<file path="config.mk">
export PLATFORM = sky130hd
export DESIGN_NAME = alu_result_stage_flat
export DESIGN_NICKNAME = d
export VERILOG_FILES = /design/src/rtl/alu_result_stage_if.sv /design/src/rtl/alu_result_stage.sv /design/src/flat_wrapper.sv
export SDC_FILE = /design/constraint.sdc
export NUM_CORES = 1
export LEC_CHECK = 0
export CELL_PAD_IN_SITES_DETAIL_PLACEMENT = 1
export CELL_PAD_IN_SITES_GLOBAL_PLACEMENT = 1
export CORE_AREA = 2 2 60 56
export DETAILED_ROUTE_END_ITERATION = 8
export DIE_AREA = 0 0 62 58
export PLACE_DENSITY_LB_ADDON = 0.08
export SKIP_LAST_GASP = 1
export SYNTH_ARGS = -nofsm -noshare
export SYNTH_HDL_FRONTEND = slang
export SYNTH_SLANG_ARGS = --single-unit
</file>
<file path="constraint.sdc">
create_clock -name clk -period 2 [get_ports clk]
set_clock_uncertainty 0.15 [all_clocks]
set_input_delay 0.5 -clock clk [delete_from_list [all_inputs] [get_ports clk]]
set_output_delay 0.5 -clock clk [all_outputs]
set_load 0.01 [all_outputs]
</file>
<file path="src/rtl/alu_result_stage_if.sv">
// Producer/consumer bundle for alu_result_stage: result input, flagged-result output, sticky control.
// The stage binds to the slave modport; the driving/consuming environment binds to master.
interface alu_result_stage_if #(
  parameter int WIDTH = 4
);
  logic             in_valid;
  logic             in_ready;
  logic             in_op;
  logic [WIDTH-1:0] in_r1;
  logic [WIDTH-1:0] in_r2;
  logic [WIDTH-1:0] in_result;
  logic             out_valid;
  logic             out_ready;
  logic [WIDTH-1:0] out_result;
  logic             out_zero;
  logic             out_neg;
  logic             out_carry;
  logic             out_ovf;
  logic [1:0]       count;
  logic             clr_sticky;
  logic             sticky_ovf;

  modport master (
    output in_valid, in_op, in_r1, in_r2, in_result, out_ready, clr_sticky,
    input  in_ready, out_valid, out_result, out_zero, out_neg, out_carry, out_ovf,
           count, sticky_ovf
  );

  modport slave (
    input  in_valid, in_op, in_r1, in_r2, in_result, out_ready, clr_sticky,
    output in_ready, out_valid, out_result, out_zero, out_neg, out_carry, out_ovf,
           count, sticky_ovf
  );
endinterface

</file>
<file path="src/rtl/alu_result_stage.sv">
// Purpose: 2-entry flagged result FIFO behind the add/sub ALU; sticky overflow under STICKY_OVF_EN.
// Latency: 1 cycle from push to out_valid when empty; 1 result/cycle with out_ready held high.
// Backpressure: in_ready = !full from registered count only; out_* hold while out_valid && !out_ready.
module alu_result_stage #(
  parameter int WIDTH = 4
) (
  input logic               clk,
  input logic               rst,
  alu_result_stage_if.slave bus
);

  localparam int MSB = WIDTH - 1;

  typedef struct packed {
    logic [WIDTH-1:0] result;
    logic             zero;
    logic             neg;
    logic             carry;
    logic             ovf;
  } entry_t;

  entry_t     mem [2];
  logic       wr_ptr;
  logic       rd_ptr;
  logic [1:0] count;

  logic       full;
  logic       push;
  logic       pop;
  entry_t     new_entry;
  entry_t     head;

  logic [WIDTH-1:0] r2_eff;
  logic [WIDTH:0]   sum;
  logic             same_sign;

  // Subtract is r1 + ~r2 + 1, so its carry-out is the "no borrow" flag directly.
  assign r2_eff    = bus.in_op ? ~bus.in_r2 : bus.in_r2;
  assign sum       = {1'b0, bus.in_r1} + {1'b0, r2_eff} + {{WIDTH{1'b0}}, bus.in_op};
  assign same_sign = (bus.in_r1[MSB] == (bus.in_r2[MSB] ^ bus.in_op));

  always_comb begin
    new_entry        = '0;
    new_entry.result = bus.in_result;
    new_entry.zero   = (bus.in_result == '0);
    new_entry.neg    = bus.in_result[MSB];
    new_entry.carry  = sum[WIDTH];
    new_entry.ovf    = same_sign && (bus.in_result[MSB] != bus.in_r1[MSB]);
  end

  assign full = (count == 2'd2);
  assign push = bus.in_valid && !full;
  assign pop  = bus.out_valid && bus.out_ready;

  always_ff @(posedge clk) begin
    if (rst) begin
      count  <= 2'd0;
      wr_ptr <= 1'b0;
      rd_ptr <= 1'b0;
      mem[0] <= '0;
      mem[1] <= '0;
    end else begin
      if (push) begin
        mem[wr_ptr] <= new_entry;
        wr_ptr      <= ~wr_ptr;
      end
      if (pop) begin
        rd_ptr <= ~rd_ptr;
      end
      case ({push, pop})
        2'b10:   count <= count + 2'd1;
        2'b01:   count <= count - 2'd1;
        default: count <= count;
      endcase
    end
  end

  assign head = mem[rd_ptr];

  // in_ready is forced high during reset; the reset branch above discards any push.
  assign bus.in_ready   = rst || !full;
  assign bus.out_valid  = (count != 2'd0);
  assign bus.out_result = head.result;
  assign bus.out_zero   = head.zero;
  assign bus.out_neg    = head.neg;
  assign bus.out_carry  = head.carry;
  assign bus.out_ovf    = head.ovf;
  assign bus.count      = count;

`ifdef STICKY_OVF_EN
  logic sticky_q;

  // Set has priority so an overflow landing alongside a clear is never lost.
  always_ff @(posedge clk) begin
    if (rst) begin
      sticky_q <= 1'b0;
    end else if (push && new_entry.ovf) begin
      sticky_q <= 1'b1;
    end else if (bus.clr_sticky) begin
      sticky_q <= 1'b0;
    end
  end

  assign bus.sticky_ovf = sticky_q;
`else
  logic unused_clr_sticky;

  assign unused_clr_sticky = bus.clr_sticky;
  assign bus.sticky_ovf    = 1'b0;
`endif

endmodule

</file>
<file path="src/flat_wrapper.sv">
// flat-port wrapper written by rule: the top's interface ports become plain ports
module alu_result_stage_flat 
#(
  parameter int WIDTH = 4
)
  (clk, rst, bus_in_valid, bus_in_op, bus_in_r1, bus_in_r2, bus_in_result, bus_out_ready, bus_clr_sticky, bus_in_ready, bus_out_valid, bus_out_result, bus_out_zero, bus_out_neg, bus_out_carry, bus_out_ovf, bus_count, bus_sticky_ovf);
  alu_result_stage_if #(.WIDTH(WIDTH)) bus_i ();
  input logic clk;
  input logic rst;
  input wire logic [$bits(bus_i.in_valid)-1:0] bus_in_valid;
  input wire logic [$bits(bus_i.in_op)-1:0] bus_in_op;
  input wire logic [$bits(bus_i.in_r1)-1:0] bus_in_r1;
  input wire logic [$bits(bus_i.in_r2)-1:0] bus_in_r2;
  input wire logic [$bits(bus_i.in_result)-1:0] bus_in_result;
  input wire logic [$bits(bus_i.out_ready)-1:0] bus_out_ready;
  input wire logic [$bits(bus_i.clr_sticky)-1:0] bus_clr_sticky;
  output wire logic [$bits(bus_i.in_ready)-1:0] bus_in_ready;
  output wire logic [$bits(bus_i.out_valid)-1:0] bus_out_valid;
  output wire logic [$bits(bus_i.out_result)-1:0] bus_out_result;
  output wire logic [$bits(bus_i.out_zero)-1:0] bus_out_zero;
  output wire logic [$bits(bus_i.out_neg)-1:0] bus_out_neg;
  output wire logic [$bits(bus_i.out_carry)-1:0] bus_out_carry;
  output wire logic [$bits(bus_i.out_ovf)-1:0] bus_out_ovf;
  output wire logic [$bits(bus_i.count)-1:0] bus_count;
  output wire logic [$bits(bus_i.sticky_ovf)-1:0] bus_sticky_ovf;
  assign bus_i.in_valid = bus_in_valid;
  assign bus_i.in_op = bus_in_op;
  assign bus_i.in_r1 = bus_in_r1;
  assign bus_i.in_r2 = bus_in_r2;
  assign bus_i.in_result = bus_in_result;
  assign bus_i.out_ready = bus_out_ready;
  assign bus_i.clr_sticky = bus_clr_sticky;
  assign bus_in_ready = bus_i.in_ready;
  assign bus_out_valid = bus_i.out_valid;
  assign bus_out_result = bus_i.out_result;
  assign bus_out_zero = bus_i.out_zero;
  assign bus_out_neg = bus_i.out_neg;
  assign bus_out_carry = bus_i.out_carry;
  assign bus_out_ovf = bus_i.out_ovf;
  assign bus_count = bus_i.count;
  assign bus_sticky_ovf = bus_i.sticky_ovf;
  alu_result_stage #(.WIDTH(WIDTH)) u_core (.clk(clk), .rst(rst), .bus(bus_i));
endmodule
</file>
==> impl_metrics.yaml <==
floorplan:
  die_area_sq_um: 3596
  die_w_um: 62
  io_pins: 31
  die_h_um: 58
  core_sq_um: 2972
  std_cell_rows: 19
  start_util: 0.3356
yosys:
  yosys-top-cells-area: "edfxtp_1 (42%), dfxtp_1 (10%), mux2_2 (7.9%)"
  synth_seq_area_share: 0.5220
  ys.flop_type: "edfxtp_1"
  syn_area_per_cell_sq_um: 11.60
  yosys.area.top_type: "edfxtp_1"
  synth.most_common_cell: "edfxtp_1"
  synth_common_cells: "edfxtp_1 (14), and2_1 (8), mux2_2 (7), nor2_1 (7)"
  ys_async_sr_fraction: 0
  ys_ff_latch: 19
  synth_area_sq_um: 997.2
  yosysTopAreaCellShare: 0.4216
  synth_cells: 86
  synth_edf_count: 14
  syn-num-nets: 108
  ys_warn_count: 0
  synth.distinct_cells: 28
place:
  dp_slack_ps: -399.3
  hpwl_mm: 1.641
  place_congestion: 0.6686
  port_buffers: 28
pwr:
  p_sw_uw: 438.3
  ir_drop_uv: 514.7
  pwr_density_cell_nw_per_um2: 959.4
  totalPowerFinal_uw: 1394
  seqPwrFrac: 0.410
  p_comb_frac: 0.453
  netSwitchingFraction: 0.3145
  clkPwrFrac: 0.138
  p_leak_uw: 0.0006100
  p_int_uw: 955.4
grt:
  grt_use_met3: 0.02679
  grt-busiest-layer: "met2"
  grt_pass1_wl_mm: 3.305
  grt_antenna_before_repair: 0
  use_met2: 0.2321
  grt.met1_usage: 0.1419
  grt_use_total: 0.1263
  grt_max_degree: 12
  grt_overflow_total: 0
  grt_pass1_vias: 769
outcome:
  status: "finished, final reports clean"
flow_run:
  max_cap_violations: 0
critical_path:
  critPathRequiredTime_ps: 1350
  startpoint_type: "input port"
  worstSetupPathType: "input port to primary output"
  cp.arrival_ps: 1350
  end_kind: "primary output"
  crit_path_max_fanout: 3
cts:
  numCtsBuffers: 3
  cts_tree: "done"
  cts_max_level: 1
  root_buffer: "clkbuf_4"
  cts.sinks: 19
  clkLatencyLatePin_ps: 290
  postCtsSetupRepairBufs: 0
  clockBufferDepth: 2
  path_clk_slew_ps: 110
finish:
  areaGrowthSynthToFinish_pct: 45.67
  nets: 152
  diodes: 0
  final_util: 0.4888
  drive_gt1_frac: 0.3333
  fillers: 337
timing:
  maxSlewViolCount: 0
  fin_ws_ps: 0.6584
  setup_viol: 0
  clock.fmax_ghz: 0.5002
  rsz0062_at_grt: "true"
  period_needed_ps: 1999
  fin_crit_sh: 0.9997
  final-hold-violation-count: 0
hold_path:
  hold_class: "register to register"
routing:
  antenna_left: 0
  avgViaCountPerCell: 4.503
  post-route-drc-count: 0
  routedWlPerCell_um: 12.37
  routed_wl_mm: 2.115
  vias: 770
  dr.pass1.iters: 3
  drtIter0Drc: 9
through the flow:
step	hold slack, ps	instance area, sq um	setup TNS (ps)	std cells
after floorplan	331.0	997.2	0	86
after global placement	343.5	1458	-3950	167
after detailed placement	368.5	1458	-4433	167
after CTS	399.9	1481	-31.80	171
after global routing	414.3	1453	-35.02	171
final	382.9	1453	0	171
cells in the final DEF (no fill, tap or decap), types with 4 or more instances in the layout:
| master | count |
|---|---|
| xor2_1 | 5 |
| nand2b_1 | 5 |
| ha_1 | 4 |
| edfxtp_1 | 14 |
| buf_4 | 12 |
| and2_1 | 8 |
| mux2_2 | 7 |
| clkdlybuf4s50_1 | 17 |
| nor2_1 | 7 |
| clkbuf_2 | 5 |
| a21oi_1 | 4 |
power by group through the flow:
stage               Combinational, uW  Sequential (uW)  Clock (uW)
global route                      694              584         221
floorplan                         333              565           0
CTS                               666              570         205
detailed placement                702              574           0
global placement                  688              569           0
finish                            631              571         192
timing repair:
item                       CTS  global route
resized for setup           25            10
hold endpoints to repair     0             0
setup endpoints to repair   13            11
hold buffers                 0             0
gates cloned                 0             0
kinds of logic after synthesis:
kind of cell | after synthesis | synth area share
adders and majority gates | 4 | 0.05019
muxes | 8 | 0.08909
and+or+nand+nor | 31 | 0.1857
DFF | 19 | 0.5220
AOI/OAI and AO/OA | 9 | 0.05396
other | 1 | 0.003761
xor gates and xnor gates | 7 | 0.06148
buffers and inverters | 7 | 0.03387
final cells by class:
type	instances	area (sq um)	share of cell area
Clock buffer	3	22.52	0.01550
Sequential cell	19	524.3	0.3609
Timing Repair Buffer	43	387.9	0.2670
Multi-Input combinational cell	60	449.2	0.3092
Inverter	3	11.26	0.007752
Clock inverter	1	5.005	0.003445
Tap cell	42	52.55	0.03618
routing by layer:
| layer | up-vias | wire length, um | part of all wire |
|---|---|---|---|
| li1 | 388 | - | - |
| met1 | 363 | 832 | 0.39 |
| met2 | 17 | 1160 | 0.55 |
| met3 | 2 | 103 | 0.049 |
| met4 | 0 | 19 | 0.0090 |
| met5 | - | 0 | 0 |
path summary, 6_finish.rpt:
path                             from                   to  slack (ps)  cells after the start
setup / recovery                  rst         bus_in_ready         0.7                      3
hold / removal    u_core.bus.count[1]  u_core.bus.count[1]         380                      2
setup reg to reg  u_core.bus.count[1]     u_core.mem[1][6]         230                      5
hold reg to reg   u_core.bus.count[1]  u_core.bus.count[1]         380                      2
worst max-delay path: stages:
cell and delay (ps):
clkdlybuf4s50_1 490, nand2b_1 110, clkdlybuf4s15_1 240
state kept, by name (all words and copies together) (netlist names), named ones only:
register,flops
u_core.mem,14
u_core.bus.count,2
u_core.rd_ptr,1
u_core.wr_ptr,1
No activity file was read; power rests on OpenSTA's default activity.
